--- config.mk ---
export PLATFORM = sky130hd
export DESIGN_NAME = alu_cmd_sequencer
export DESIGN_NICKNAME = d
export VERILOG_FILES = /design/src/rtl/alu_cmd_sequencer.sv
export SDC_FILE = /design/constraint.sdc
export NUM_CORES = 1
export LEC_CHECK = 0
export BUFFER_PORTS_ARGS = -buffer_cell sky130_fd_sc_hd__buf_2
export CORE_UTILIZATION = 30
export DETAILED_ROUTE_END_ITERATION = 7
export SYNTH_ARGS = -nofsm -noshare
export SYNTH_HDL_FRONTEND = slang
export SYNTH_SLANG_ARGS = --single-unit
--- constraint.sdc ---
create_clock -name clk -period 4 [get_ports clk]
set_input_delay 0.6 -clock clk [delete_from_list [all_inputs] [get_ports clk]]
set_output_delay 0.6 -clock clk [all_outputs]
set_load 0.005 [all_outputs]
--- src/rtl/alu_cmd_sequencer.sv ---
// alu_cmd_sequencer: button/switch front-end that loads A, B and the opcode,
// holds them on the ALU for ALU_LAT cycles, then captures ALU_Out/CarryOut.
// Ports:
//   clk, rst            clock and asynchronous active-high reset
//   sw                  switch data used for A, B and the opcode
//   btn_load, btn_clear raw level buttons (synchronized in here)
//   ALU_Out, CarryOut   ALU result inputs
//   A, B, ALU_Sel       registered operands and opcode driven to the ALU
//   result, result_carry, result_valid  captured result for the display
//   op_count            completed-operation counter (wraps at 255)
//   state, busy         FSM state code and EXEC indicator for the LEDs
module alu_cmd_sequencer #(
    parameter int DATA_W  = 8,
    parameter int SEL_W   = 4,
    parameter int ALU_LAT = 1
) (
    input  logic              clk,
    input  logic              rst,
    input  logic [DATA_W-1:0] sw,
    input  logic              btn_load,
    input  logic              btn_clear,
    input  logic [DATA_W-1:0] ALU_Out,
    input  logic              CarryOut,
    output logic [DATA_W-1:0] A,
    output logic [DATA_W-1:0] B,
    output logic [SEL_W-1:0]  ALU_Sel,
    output logic [DATA_W-1:0] result,
    output logic              result_carry,
    output logic              result_valid,
    output logic [7:0]        op_count,
    output logic [2:0]        state,
    output logic              busy
);

    localparam logic [2:0] LOAD_A   = 3'd0;
    localparam logic [2:0] LOAD_B   = 3'd1;
    localparam logic [2:0] LOAD_SEL = 3'd2;
    localparam logic [2:0] EXEC     = 3'd3;
    localparam logic [2:0] DONE     = 3'd4;

    // Counter starts at ALU_LAT-1 so capture lands ALU_LAT edges after entry.
    localparam logic [3:0] WAIT_INIT = 4'(ALU_LAT - 1);

    logic ld_sync1_q, ld_sync1_d;
    logic ld_sync2_q, ld_sync2_d;
    logic ld_prev_q,  ld_prev_d;
    logic cl_sync1_q, cl_sync1_d;
    logic cl_sync2_q, cl_sync2_d;
    logic cl_prev_q,  cl_prev_d;

    logic [DATA_W-1:0] a_q, a_d;
    logic [DATA_W-1:0] b_q, b_d;
    logic [SEL_W-1:0]  sel_q, sel_d;
    logic [DATA_W-1:0] res_q, res_d;
    logic              carry_q, carry_d;
    logic              valid_q, valid_d;
    logic [7:0]        count_q, count_d;
    logic [2:0]        state_q, state_d;
    logic [3:0]        wait_q, wait_d;

    logic ld_pulse;
    logic cl_pulse;

    assign ld_pulse = ld_sync2_q & ~ld_prev_q;
    assign cl_pulse = cl_sync2_q & ~cl_prev_q;

    always_comb begin
        ld_sync1_d = btn_load;
        ld_sync2_d = ld_sync1_q;
        ld_prev_d  = ld_sync2_q;
        cl_sync1_d = btn_clear;
        cl_sync2_d = cl_sync1_q;
        cl_prev_d  = cl_sync2_q;
        a_d        = a_q;
        b_d        = b_q;
        sel_d      = sel_q;
        res_d      = res_q;
        carry_d    = carry_q;
        valid_d    = valid_q;
        count_d    = count_q;
        state_d    = state_q;
        wait_d     = wait_q;

        // Clear has priority; a coincident load pulse is simply lost.
        if (cl_pulse) begin
            a_d     = '0;
            b_d     = '0;
            sel_d   = '0;
            res_d   = '0;
            carry_d = 1'b0;
            valid_d = 1'b0;
            wait_d  = '0;
            state_d = LOAD_A;
        end else begin
            case (state_q)
                LOAD_A: begin
                    if (ld_pulse) begin
                        a_d     = sw;
                        valid_d = 1'b0;
                        state_d = LOAD_B;
                    end
                end
                LOAD_B: begin
                    if (ld_pulse) begin
                        b_d     = sw;
                        state_d = LOAD_SEL;
                    end
                end
                LOAD_SEL: begin
                    if (ld_pulse) begin
                        sel_d   = sw[SEL_W-1:0];
                        wait_d  = WAIT_INIT;
                        state_d = EXEC;
                    end
                end
                EXEC: begin
                    // Load pulses are ignored here rather than queued.
                    if (wait_q == 4'd0) begin
                        res_d   = ALU_Out;
                        carry_d = CarryOut;
                        valid_d = 1'b1;
                        count_d = count_q + 8'd1;
                        state_d = DONE;
                    end else begin
                        wait_d = wait_q - 4'd1;
                    end
                end
                DONE: begin
                    if (ld_pulse) begin
                        state_d = LOAD_A;
                    end
                end
                default: begin
                    state_d = LOAD_A;
                end
            endcase
        end
    end

    always_ff @(posedge clk or posedge rst) begin
        if (rst) begin
            ld_sync1_q <= 1'b0;
            ld_sync2_q <= 1'b0;
            ld_prev_q  <= 1'b0;
            cl_sync1_q <= 1'b0;
            cl_sync2_q <= 1'b0;
            cl_prev_q  <= 1'b0;
            a_q        <= '0;
            b_q        <= '0;
            sel_q      <= '0;
            res_q      <= '0;
            carry_q    <= 1'b0;
            valid_q    <= 1'b0;
            count_q    <= '0;
            state_q    <= LOAD_A;
            wait_q     <= '0;
        end else begin
            ld_sync1_q <= ld_sync1_d;
            ld_sync2_q <= ld_sync2_d;
            ld_prev_q  <= ld_prev_d;
            cl_sync1_q <= cl_sync1_d;
            cl_sync2_q <= cl_sync2_d;
            cl_prev_q  <= cl_prev_d;
            a_q        <= a_d;
            b_q        <= b_d;
            sel_q      <= sel_d;
            res_q      <= res_d;
            carry_q    <= carry_d;
            valid_q    <= valid_d;
            count_q    <= count_d;
            state_q    <= state_d;
            wait_q     <= wait_d;
        end
    end

    assign A            = a_q;
    assign B            = b_q;
    assign ALU_Sel      = sel_q;
    assign result       = res_q;
    assign result_carry = carry_q;
    assign result_valid = valid_q;
    assign op_count     = count_q;
    assign state        = state_q;
    assign busy         = (state_q == EXEC);

endmodule

Word level (Yosys, flattened, before mapping) --
Cells that the tools add are included.
Storage, ports and cells: flip-flop bits (word level) 51, bits of input ports 21, output and inout port bits 42, logic and storage cells 79
Operators by class: add/sub/neg operators 2, equal/unequal tests 10, mux-type cells 29, bitwise gates (word level) 5, reductions and logical operators 18
Operators by type and width (count):
- 2-to-1 mux 8 bit | 8
- 2-to-1 mux 4 bit | 6
- 2-to-1 mux 3 bit | 6
- != test 3 bit (second input constant) | 5
- case mux 3 bit (5 select lines) | 1
- nonzero test 2 bit | 6
- AND reduction 3 bit | 3
- adder 8 x 1 -> 8 bit (second input constant) | 1
- case mux 4 bit (2 select lines) | 1
- AND reduction 2 bit | 4
- equality test 3 x 2 -> 1 bit (second input constant) | 2
- 2-to-1 mux 1 bit | 6
- nonzero test 3 bit | 2
- AND reduction 5 bit | 1
- logical NOT 4 bit | 1
- subtractor 4 x 1 -> 4 bit (second input constant) | 1
- equality test 3 x 1 -> 1 bit (second input constant) | 1
- equality test 3 bit (second input constant) | 1
- logical NOT 3 bit | 1
- != test 3 x 1 -> 1 bit (second input constant) | 1
- inverter 1 bit | 3
- AND 1 bit | 2
- case mux 1 bit (2 select lines) | 1

Longest topological paths before layout --
word-level depth 5, gate-level depth with buffers 6, gate-level depth less buffers 6

Least setup slack after synthesis --
No wires, ideal clock.
path type register to register, start register wait_q[0], end register count_q[1] (netlist: op_count[1]), setup time 0.125 ns, arrival 1.632 ns, data required time 3.875 ns, slack 2.244 ns, stages on the path, launching flop included 6, path buffers 0, period minus slack after synthesis 1.756 ns, cells stage by stage dfrtp_1 -> inv_1 -> ha_1 -> or3b_4 -> nor3_2 -> mux2_2
Between the ends: word-level cells in the longest chain between the ends 2
RTL lines:
- from (decl) | RTL line 59 | logic [3:0] wait_q, wait_d;
- from (signal assigned) | RTL line 172 | wait_q <= wait_d;
- logical NOT 4 bit | RTL line 118 | if (wait_q == 4'd0) begin
- AND reduction 3 bit (no source line)
- to (signal assigned) | RTL line 170 | count_q <= count_d;
- to (decl) | RTL line 57 | logic [7:0] count_q, count_d;
Every way passes these cells. A chain may end at the register's enable or synchronous reset.

Worst setup path after layout --
start register state_q[0] (netlist: state[0]), end output port busy
Between the ends: word-level cells in the longest chain between the ends 1
RTL lines:
- from (decl) | RTL line 58 | logic [2:0] state_q, state_d;
- from (signal assigned) | RTL line 171 | state_q <= state_d;
- equality test 3 x 2 -> 1 bit | RTL line 184 | assign busy = (state_q == EXEC);
- to (decl) | RTL line 32 | output logic busy
Every way passes these cells.

==> impl_metrics.toml <==
[outcome]
status = "completed"

[sta]
setup_tns_ns = 0
period_needed_ns = 2.11
slew_viol_final = 0
fmax_mhz = 474
post-route-period-util_pct = 52.7
hold_violations = 0
slew_headroom_pct = 29.1
holdWs_ns = 0.352
rsz0062_at_grt = "no"
finalClockSkew_ns = 0.0132
worst_pin_slew_ns = 1.06
finalSetupViolations = 0

[worst_setup_path]
crit_slowest_cell = "dfrtp_1"
critPathArrivalTime_ns = 1.51
crit_chain = "nand3b_1 -> inv_1 -> buf_2"
r2r_slack_ns = 2.14
reg2reg_to = "op_count[1]"
critPathRequiredTime_ns = 3.40
slowest_delay_ns = 0.55
cp-start-kind = "register"
critPathKind = "register to output port"
worstSetupEndpointType = "output port"
startpoint = "state[0]"
path_max_fanout = 11
ff2ff_path_depth = 5
rr_startpoint = "wait_q[0]"

[power_and_ir_drop]
ir_drop_mv = 0.177
leakage_nw = 1.34
powerDensity_mw_per_mm2 = 406

[finish]
diodes = 0
final_cells = 360
nets = 287
areaGrowthSynthToFinish_pct = 23.4
layout-drive-gt1-share_pct = 30.3
n_fill_cell = 730

[global_route]
grt_max_degree = 52
antenna_found_initial = 0
grt_pass1_wl_um = 7750
overflow = 0
grt_pass1_vias = 1599
grt_usage_pct = 13.7

[cts]
cts_root_buffer = "clkbuf_8"
postCtsSetupRepairBufs = 0
htree_levels = 2
cts_resized = 0
clockBufferDepth = 2
clkLatencyLatePin_ns = 0.31
cts.clk_slew.worst_paths_ns = 0.10
cts_tree = "done"
cts_buffers = 5
clock-sinks = 51
ctsHoldBuffers = 0

[yosys]
yosysMostFrequentCell = "dfrtp_1"
synthArstFlopShare_pct = 100
synth_edf_count = 0
synth_area_per_cell_um2 = 10.6
ys_ff_latch = 51
syn-num-nets = 226
synthCells = 202
synth_warnings = 0
synth_area_mm2 = 0.00213
yosysTopAreaCell = "dfrtp_1"
yosys.area.top_type_share_pct = 59.8
synthTopCellsByCount = "51 x dfrtp_1, 35 x nand2_1, 20 x nand3_1"
synth-main-ff-cell = "dfrtp_1"
synthTopCellsByArea = "dfrtp_1 60%, nand2_1 6.2%, nand3_1 4.7%"
ys_seq_area_share_pct = 59.8
synth_cell_type_count = 39

[floorplan]
die_area_mm2 = 0.00746
fp.dieH_um = 86.4
row_count = 30
pin_count = 63
core_area_mm2 = 0.00683
die_width_um = 86.4
start_util_pct = 31.2

[min_path]
holdPathEnd = "cl_prev_d"
min_from = "cl_sync1_q"
whs_path_depth = 0
hold_path_class = "register to register"

[job]
maxCapViolCount = 0

[drt]
drc_errors = 0
drtPass1Iterations = 4
post_drt_wl_per_cell_um = 12.4
ant_nets = 0
drtIter0Drc = 152
viasPerCell = 4.63
vias = 1667
finalWirelength_um = 4470

[placement]
dp.cells = 352
numPortBuffers = 62
gp_congestion = 0.741
hpwl_um = 3050
## area by class of cell
| type | instances | area, µm² | share of cell area (%) |
|---|---|---|---|
| inverter | 5 | 18.8 | 0.713 |
| sequential | 51 | 1280 | 48.5 |
| timing repair buffer | 62 | 310 | 11.8 |
| tap | 96 | 120 | 4.56 |
| clock inverter | 2 | 16.3 | 0.618 |
| multi-input combinational | 138 | 810 | 30.7 |
| clock buffer | 6 | 82.6 | 3.14 |
## kinds of logic (layout without fill, tap and decap cells)
kind of cell,after synthesis,after routing,synth area share (%)
buffers and inverters,13,75,2.40
xor gates and xnor gates,7,7,2.87
AOI/OAI and AO/OA,36,36,9.50
adders and majority gates,3,3,1.76
and+or+nand+nor,87,87,21.3
muxes,5,5,2.40
DFF,51,51,59.8
## critical path, delay by kind of cell, from the launching register on
kind,cells,cell delay (ns)
buffers and inverters,2,0.34
flip-flops,1,0.55
AND/OR/NAND/NOR,1,0.32
## layout by cell type, fill, tap and decap left out, drive strengths merged, types with 3 or more instances in the layout
master and instances:
ha 3, nor2 8, nor4 3, nand2 35, dfrtp 51, a21oi 10
nand3 20, inv 5, o21ai 18, xnor2 6, buf 62, mux2i 4
nand4 5, nor2b 3, clkbuf 6
## per-layer routing
layer / track usage (%) / vias up / wire, µm
li1: - / 824 / -
met1: 17.6 / 785 / 1960
met2: 21.9 / 53 / 2150
met3: 3.90 / 5 / 289
met4: 5.00 / 0 / 70
met5: 0 / - / 0
## flip-flops by register name, indices dropped and copies added, names as in the netlist
signal,cells
A,8
B,8
op_count,8
result,8
ALU_Sel,4
wait_q,4
state,3
cl_prev_d,1
cl_prev_q,1
cl_sync1_q,1
ld_prev_d,1
ld_prev_q,1
ld_sync1_q,1
result_carry,1
result_valid,1
## how the worst max path moves through the flow
stage,end,slack (ns),cells past startpoint
3_5_place_dp,result[6],2.14,6
2_1_floorplan,ALU_Sel[0],2.17,1
4_1_cts,busy,1.88,3
6_report,busy,1.89,3
5_1_grt,busy,1.77,3
3_3_place_gp,result[7],2.17,6
## report_power, final
group / internal [mW] / leakage (nW) / total (mW) / switching, mW
combinational: 0.0683 / 0.603 / 0.152 / 0.0834
clock: 0.142 / 0.0474 / 0.317 / 0.176
sequential: 0.561 / 0.685 / 0.601 / 0.0398
## through the flow
stage	total power, mW	instance area (µm²)	setup slack (ns)	utilization (%)
finish	1.07	2630	1.89	38.6
floorplan	0.690	2130	2.17	-
global route	1.15	2630	1.77	38.6
detailed placement	0.768	2530	2.14	37.1
global placement	0.765	2530	2.17	37.1
CTS	1.09	2630	1.88	38.6
Note: power is estimated with default switching activity, not from simulation.
